**config.mk**
```make
export PLATFORM = sky130hd
export DESIGN_NAME = bcd_serial_add_ctl
export DESIGN_NICKNAME = d
export VERILOG_FILES = /design/src/rtl/bcd_serial_add_ctl.sv
export SDC_FILE = /design/constraint.sdc
export NUM_CORES = 1
export LEC_CHECK = 0
export BUFFER_PORTS_ARGS = -buffer_cell sky130_fd_sc_hd__buf_2
export CORE_ASPECT_RATIO = 0.8
export CORE_MARGIN = 1.5
export CORE_UTILIZATION = 34
export CTS_BUF_LIST = sky130_fd_sc_hd__clkbuf_8 sky130_fd_sc_hd__clkbuf_16
export DETAILED_ROUTE_END_ITERATION = 10
export PLACE_DENSITY = 0.6
export REMOVE_ABC_BUFFERS = 1
export SYNTH_ARGS = -nofsm -noshare
export SYNTH_HDL_FRONTEND = slang
export SYNTH_SLANG_ARGS = --single-unit
```
**constraint.sdc**
```tcl
create_clock -name clk -period 5.1 [get_ports clk]
set_input_delay 0.51 -clock clk [delete_from_list [all_inputs] [get_ports clk]]
set_output_delay 0.51 -clock clk [all_outputs]
set_load 0.03 [all_outputs]
```
**src/rtl/bcd_serial_add_ctl.sv**
```systemverilog
// rtl/bcd_serial_add_ctl.sv - digit-serial packed-BCD adder sequencer sharing one external digit adder
module bcd_serial_add_ctl #(
    parameter int NDIGITS = 4
) (
    input  logic                   clk,
    input  logic                   reset_n,
    input  logic                   start,
    input  logic [4*NDIGITS-1:0]   a_in,
    input  logic [4*NDIGITS-1:0]   b_in,
    input  logic                   cin,
    output logic                   busy,
    output logic                   done,
    output logic [4*NDIGITS-1:0]   sum_out,
    output logic                   cout,
    output logic                   err,
    output logic                   dig_valid,
    output logic [3:0]             dig_a,
    output logic [3:0]             dig_b,
    output logic                   dig_cin,
    input  logic [3:0]             dig_sum,
    input  logic                   dig_cout
);

    localparam int W  = 4 * NDIGITS;
    localparam int CW = (NDIGITS > 1) ? $clog2(NDIGITS) : 1;
    localparam logic [CW-1:0] LAST_DIGIT = CW'(NDIGITS - 1);

    typedef enum logic [1:0] {
        S_IDLE  = 2'd0,
        S_CHECK = 2'd1,
        S_ADD   = 2'd2,
        S_DONE  = 2'd3
    } state_t;

    state_t          state_q;
    logic [W-1:0]    a_sr_q, b_sr_q, acc_q, sum_q;
    logic [W-1:0]    a_sr_d, b_sr_d, acc_d;
    logic [CW-1:0]   cnt_q;
    logic            carry_q, cout_q, err_q, done_q, busy_q, dig_valid_q;
    logic            illegal;

    // Flag any captured digit outside 0..9 in either operand
    always_comb begin
        illegal = 1'b0;
        for (int i = 0; i < NDIGITS; i++) begin
            if ((a_sr_q[4*i +: 4] > 4'd9) || (b_sr_q[4*i +: 4] > 4'd9)) begin
                illegal = 1'b1;
            end
        end
    end

    // Next values of the operand shifters and the accumulator during ADD
    always_comb begin
        a_sr_d = a_sr_q >> 4;
        b_sr_d = b_sr_q >> 4;
        acc_d  = (acc_q >> 4) | (W'(dig_sum) << (W - 4));
    end

    // Control FSM with registered status outputs and the serial datapath
    always_ff @(posedge clk or negedge reset_n) begin
        if (!reset_n) begin
            state_q     <= S_IDLE;
            a_sr_q      <= '0;
            b_sr_q      <= '0;
            acc_q       <= '0;
            sum_q       <= '0;
            cnt_q       <= '0;
            carry_q     <= 1'b0;
            cout_q      <= 1'b0;
            err_q       <= 1'b0;
            done_q      <= 1'b0;
            busy_q      <= 1'b0;
            dig_valid_q <= 1'b0;
        end else begin
            case (state_q)
                S_IDLE: begin
                    if (start) begin
                        a_sr_q  <= a_in;
                        b_sr_q  <= b_in;
                        carry_q <= cin;
                        acc_q   <= '0;
                        cnt_q   <= '0;
                        busy_q  <= 1'b1;
                        state_q <= S_CHECK;
                    end
                end
                S_CHECK: begin
                    if (illegal) begin
                        sum_q   <= '0;
                        cout_q  <= 1'b0;
                        err_q   <= 1'b1;
                        done_q  <= 1'b1;
                        busy_q  <= 1'b0;
                        state_q <= S_DONE;
                    end else begin
                        dig_valid_q <= 1'b1;
                        state_q     <= S_ADD;
                    end
                end
                S_ADD: begin
                    carry_q <= dig_cout;
                    acc_q   <= acc_d;
                    a_sr_q  <= a_sr_d;
                    b_sr_q  <= b_sr_d;
                    cnt_q   <= cnt_q + CW'(1);
                    if (cnt_q == LAST_DIGIT) begin
                        // Publish the final shifted accumulator, including this digit
                        sum_q       <= acc_d;
                        cout_q      <= dig_cout;
                        err_q       <= 1'b0;
                        done_q      <= 1'b1;
                        busy_q      <= 1'b0;
                        dig_valid_q <= 1'b0;
                        state_q     <= S_DONE;
                    end
                end
                S_DONE: begin
                    done_q  <= 1'b0;
                    state_q <= S_IDLE;
                end
                default: state_q <= S_IDLE;
            endcase
        end
    end

    assign busy      = busy_q;
    assign done      = done_q;
    assign sum_out   = sum_q;
    assign cout      = cout_q;
    assign err       = err_q;
    assign dig_valid = dig_valid_q;
    assign dig_a     = dig_valid_q ? a_sr_q[3:0] : 4'd0;
    assign dig_b     = dig_valid_q ? b_sr_q[3:0] : 4'd0;
    assign dig_cin   = dig_valid_q & carry_q;

endmodule

```
Yosys cells after proc, flatten, opt, wreduce, memory -nomap -nowiden
Cells that the tools add are included.
W data, S select, Z words.

storage, ports and cells
  flip-flop bits (word level) = 74
  word-level logic and storage cells = 81
  input bits = 41
  output and inout port bits = 30

cells by class
  add/sub/neg operators = 1
  $lt $le $gt $ge = 8
  bitwise operators = 2
  multiplexer cells = 35
  eq/ne operators = 8
  reduce and logical (&&, ||, !) cells = 15

operators by type and width
  kind                   number
  $pmux W16 S2           4
  $mux W16               5
  $gt A4 B4 Y1 const B   8
  $or A12 B16 Y16        1
  $mux W1                13
  $reduce_and A3 Y1      3
  $mux W4                2
  $ne A2 B2 Y1 const B   4
  $pmux W1 S2            4
  $pmux W2 S4            1
  $eq A2 B2 Y1 const B   3
  $mux W2                3
  $pmux W1 S3            2
  $reduce_bool A3 Y1     2
  $logic_or A1 B1 Y1     4
  $pmux W2 S2            1
  $reduce_and A2 Y1      2
  $reduce_and A4 Y1      1
  $reduce_bool A2 Y1     2
  $add A2 B1 Y2 const B  1
  $eq A2 B1 Y1 const B   1
  $logic_not A2 Y1       1
  $and A1 B1 Y1          1

Longest topological paths before layout
  word-level depth = 8
  depth in mapped cells = 8
  gate-level depth less buffers = 6

Worst setup path after synthesis
OpenSTA, ideal clock, no wires.

  path kind = flip-flop to flip-flop
  from = register state_q[0]
  to = register done_q, in the netlist done
  buffers on the path = 2
  data required time = 4.969 ns
  stages on the path, launching flop included = 9
  setup time = 0.131 ns
  period minus slack after synthesis = 1.679 ns
  data arrival time = 1.548 ns
  setup slack = 3.421 ns
  cells stage by stage = dfrtp_1 -> inv_1 -> ha_1 -> buf_2 -> nor2b_4 -> buf_6 -> a221o_1 -> a41oi_1 -> nand3_1

on the way
  word-level cells in the longest chain between the ends = 3
  elaborated cells between the ends (all ways) = 8
  those cells by class = eq/ne: 5; mux: 1; reduce/logical: 2

RTL lines
  item                                                          RTL line  text
  start, declared                                               35        state_t state_q;
  start signal, assigned                                        62        state_q <= S_IDLE;
  start signal, assigned                                        84        state_q <= S_CHECK;
  start signal, assigned                                        94        state_q <= S_DONE;
  $eq A2 B1 Y1 or $eq A2 B2 Y1 (tied branches)                  75        case (state_q)
  $ne A2 B2 Y1 (no line) or $reduce_bool A3 Y1 (tied branches)  n/a
  $reduce_and A3 Y1 (no line)                                   n/a
  end signal, assigned                                          71        done_q <= 1'b0;
  end signal, assigned                                          92        done_q <= 1'b1;
  end signal, assigned                                          111       done_q <= 1'b1;
  end, declared                                                 39        logic carry_q, cout_q, err_q, done_q, busy_q, dig_valid_q;

Parallel ways exist; a longest one is shown, timed or not.
A chain may end at the register's enable or synchronous reset.

Worst setup path in the final report
  from = register state_q[0]
  to = register state_q[1]

on the way
  word-level cells in the longest chain between the ends = 3
  elaborated cells between the ends (all ways) = 8
  those cells by class = eq/ne: 5; mux: 1; reduce/logical: 2

RTL lines
  item                                              RTL line
  $eq A2 B2 Y1 or $logic_not A2 Y1 (tied branches)  75
  $ne A2 B2 Y1 (no line)                            n/a
  $reduce_and A2 Y1 (no line)                       n/a

Parallel ways exist; a longest one is shown, timed or not.

==> results.py <==
metrics = {
    "grt": {
        "grt_max_degree": 67,
        "grt_pass1_wl_mm": 13.4,
        "overflow": 0,
        "antenna_found_initial": 0,
        "grt_use_total_pct": 15.4,
        "grt_pass1_vias": 2629,
    },
    "final_layout": {
        "final_util_pct": 41.3,
        "design_area_um2": 4230,
        "drive_gt1_share_pct": 27.9,
        "layout_common_cells": "70 x dfrtp_1, 70 x buf_2, 51 x o21ai_0",
        "nets": 443,
        "syn2layout_area_growth_pct": 18.3,
        "insertedDiodeCount": 0,
    },
    "timing": {
        "fin_crit_ps": 2750,
        "timing.fmax_mhz": 364,
        "worstMarginPinSlew_ps": 1110,
        "hold_viol_final": 0,
        "fin_worst_skew_ps": 10.6,
        "setup_ws_ps": 2350,
        "min_period_over_period_pct": 53.9,
        "fin_setup_tns_ps": 0,
        "slew-limit-headroom_pct": 26.0,
        "setup_viol": 0,
        "maxSlewViolCount": 0,
        "rsz0062_at_grt": "false",
    },
    "drt": {
        "wl_per_cell_um": 15.0,
        "wl_mm": 8.13,
        "dr.pass1.iters": 4,
        "routed-wl-met2_mm": 3.61,
        "drtIter0Drc": 150,
        "viasPerCell": 5.05,
        "antenna_left": 0,
        "post-route-drc-count": 0,
        "vias": 2735,
        "wl_met1_mm": 4.04,
        "routed.top_layer": "met4",
        "wl_met3_um": 400,
    },
    "clock_network": {
        "cts-resized-gates": 0,
        "cts_tree": "built",
        "clk_pin_slew_worst_paths_ps": 60,
        "postCtsSetupBuffers": 0,
        "root_buffer": "clkbuf_16",
        "htreeDepth": 3,
        "clkLatencyLatePin_ps": 340,
        "clock-sinks": 70,
        "clockBufferDepth": 2,
        "ctsHoldBuffers": 0,
        "numCtsBuffers": 9,
    },
    "critical_path": {
        "crit_arrival_ps": 2960,
        "cp-startpoint": "state_q[0]",
        "worstRegToRegCells": 5,
        "critPathBufInv": 1,
        "path_depth": 5,
        "cp_max_fo": 43,
        "path_delay_family": "adder cells",
        "critPathKind": "flip-flop to flip-flop",
        "cpPeakStageDelay_ps": 950,
        "cp.required_ps": 5320,
        "end_kind": "flip-flop",
        "rr_startpoint": "state_q[0]",
        "crit_chain": "inv_1 -> ha_2 -> nor2b_4 -> nand2b_1 -> mux2_2",
        "startpoint_type": "flip-flop",
        "critPathSlowestCell": "ha_2",
    },
    "yosys": {
        "postSynth.asyncResetShare_pct": 100,
        "yosysSeqAreaShare_pct": 49.0,
        "postSynthAreaPerCell_um2": 10.5,
        "synth_cell_types": 39,
        "ys_warn_count": 0,
        "syn-cell-area_um2": 3580,
        "ys_ff_latch": 70,
        "synth_edf_count": 0,
        "syn_inst": 342,
        "ys.flop_type": "dfrtp_1",
    },
    "floorplan": {
        "rows": 33,
        "ios": 71,
        "start_util_pct": 34.9,
        "core_area_um2": 10200,
        "die_area_um2": 11100,
        "die_w_um": 118,
        "die_h_um": 94.7,
    },
    "placed_design": {
        "dp_slack_ps": 2320,
        "dpl_cell_area_um2": 3950,
        "dp_hpwl_mm": 5.36,
        "io_buffers": 70,
        "place.gp.congestion": 0.742,
    },
    "power": {
        "internal-power_mw": 1.56,
        "p_seq_share_pct": 34.5,
        "p_switching_mw": 1.24,
        "p_leak_nw": 1.96,
        "p_per_area_nw_per_um2": 663,
        "power_frac_clock_pct": 21.0,
        "combPwrFrac_pct": 44.5,
        "power_mw": 2.81,
        "irDropWorstVdd_mv": 0.284,
        "swShare_pct": 44.4,
    },
    "run": {
        "max_cap_violations": 0,
    },
    "worst_hold_path": {
        "min_path_type": "input port to async pin",
    },
    "run_status": {
        "status": "finished clean",
    },
}
==> power groups by stage <==
stage / registers [mW] / clock network, mW / logic (mW)
after global placement: 0.966 / 0 / 1.22
after floorplan: 1.02 / 0 / 0.848
final: 0.967 / 0.589 / 1.25
after global routing: 0.999 / 0.634 / 1.38
after CTS: 0.968 / 0.602 / 1.26
after detailed placement: 0.976 / 0 / 1.26
==> per-stage QoR <==
step,cells,hold WS (ps)
finish,542,254
global route,542,303
CTS,542,277
detailed placement,526,469
global placement,526,457
floorplan,314,214
==> final timing paths <==
check,endpoint,slack (ps)
worst max-delay path,state_q[1],2350
worst max register to register,state_q[1],2350
max in group asynchronous,sum_out[5],3880
worst min register to register,b_sr_q[0],480
min in group clk,acc_q[13],410
worst min-delay path,a_sr_q[14],250
==> logic make-up (layout without fill, tap and decap cells) <==
logic type	count (synthesis)	after routing	share of synthesized area, %
flops	70	70	49.0
fa+ha+maj	5	5	1.75
simple gates	103	103	15.2
mux	29	29	8.18
compound gates	101	101	20.1
buf+inv	34	94	5.77
==> synthesized netlist by cell type (6+ instances only) <==
master	n	share of area [%]
mux2i_1	27	7.6
clkbuf_1	7	0.73
nand2_1	50	5.2
dfrtp_1	70	49
a22o_1	13	3.2
o211ai_2	10	3.5
nand4_1	19	3.3
o211ai_1	10	2.1
buf_6	6	1.9
buf_2	12	1.7
inv_1	6	0.63
o21ai_0	51	7.1
nand2b_1	10	1.7
and2_1	10	1.7
==> sequential cells by signal, summed over array words and instances (netlist names) <==
register   count
cnt_q          2
state_q        2
a_sr_q        16
dig_valid      1
cout           1
done           1
acc_q         12
busy           1
sum_out       16
b_sr_q        16
err            1
carry_q        1
==> per-layer routing <==
layer | vias up | track usage (%)
li1 | 1347 | -
met1 | 1308 | 21.0
met2 | 73 | 23.4
met3 | 7 | 4.23
met4 | 0 | 5.69
met5 | - | 0
==> cell type report <==
class | instances | area [um2]
fill | 1038 | 6010
timing repair buffer | 72 | 365
clock inverter | 6 | 45.0
inverter | 6 | 22.5
clock buffer | 10 | 239
sequential | 70 | 1750
multi-input combinational | 238 | 1630
tap | 140 | 175
Power figures use the tool's default switching activity.
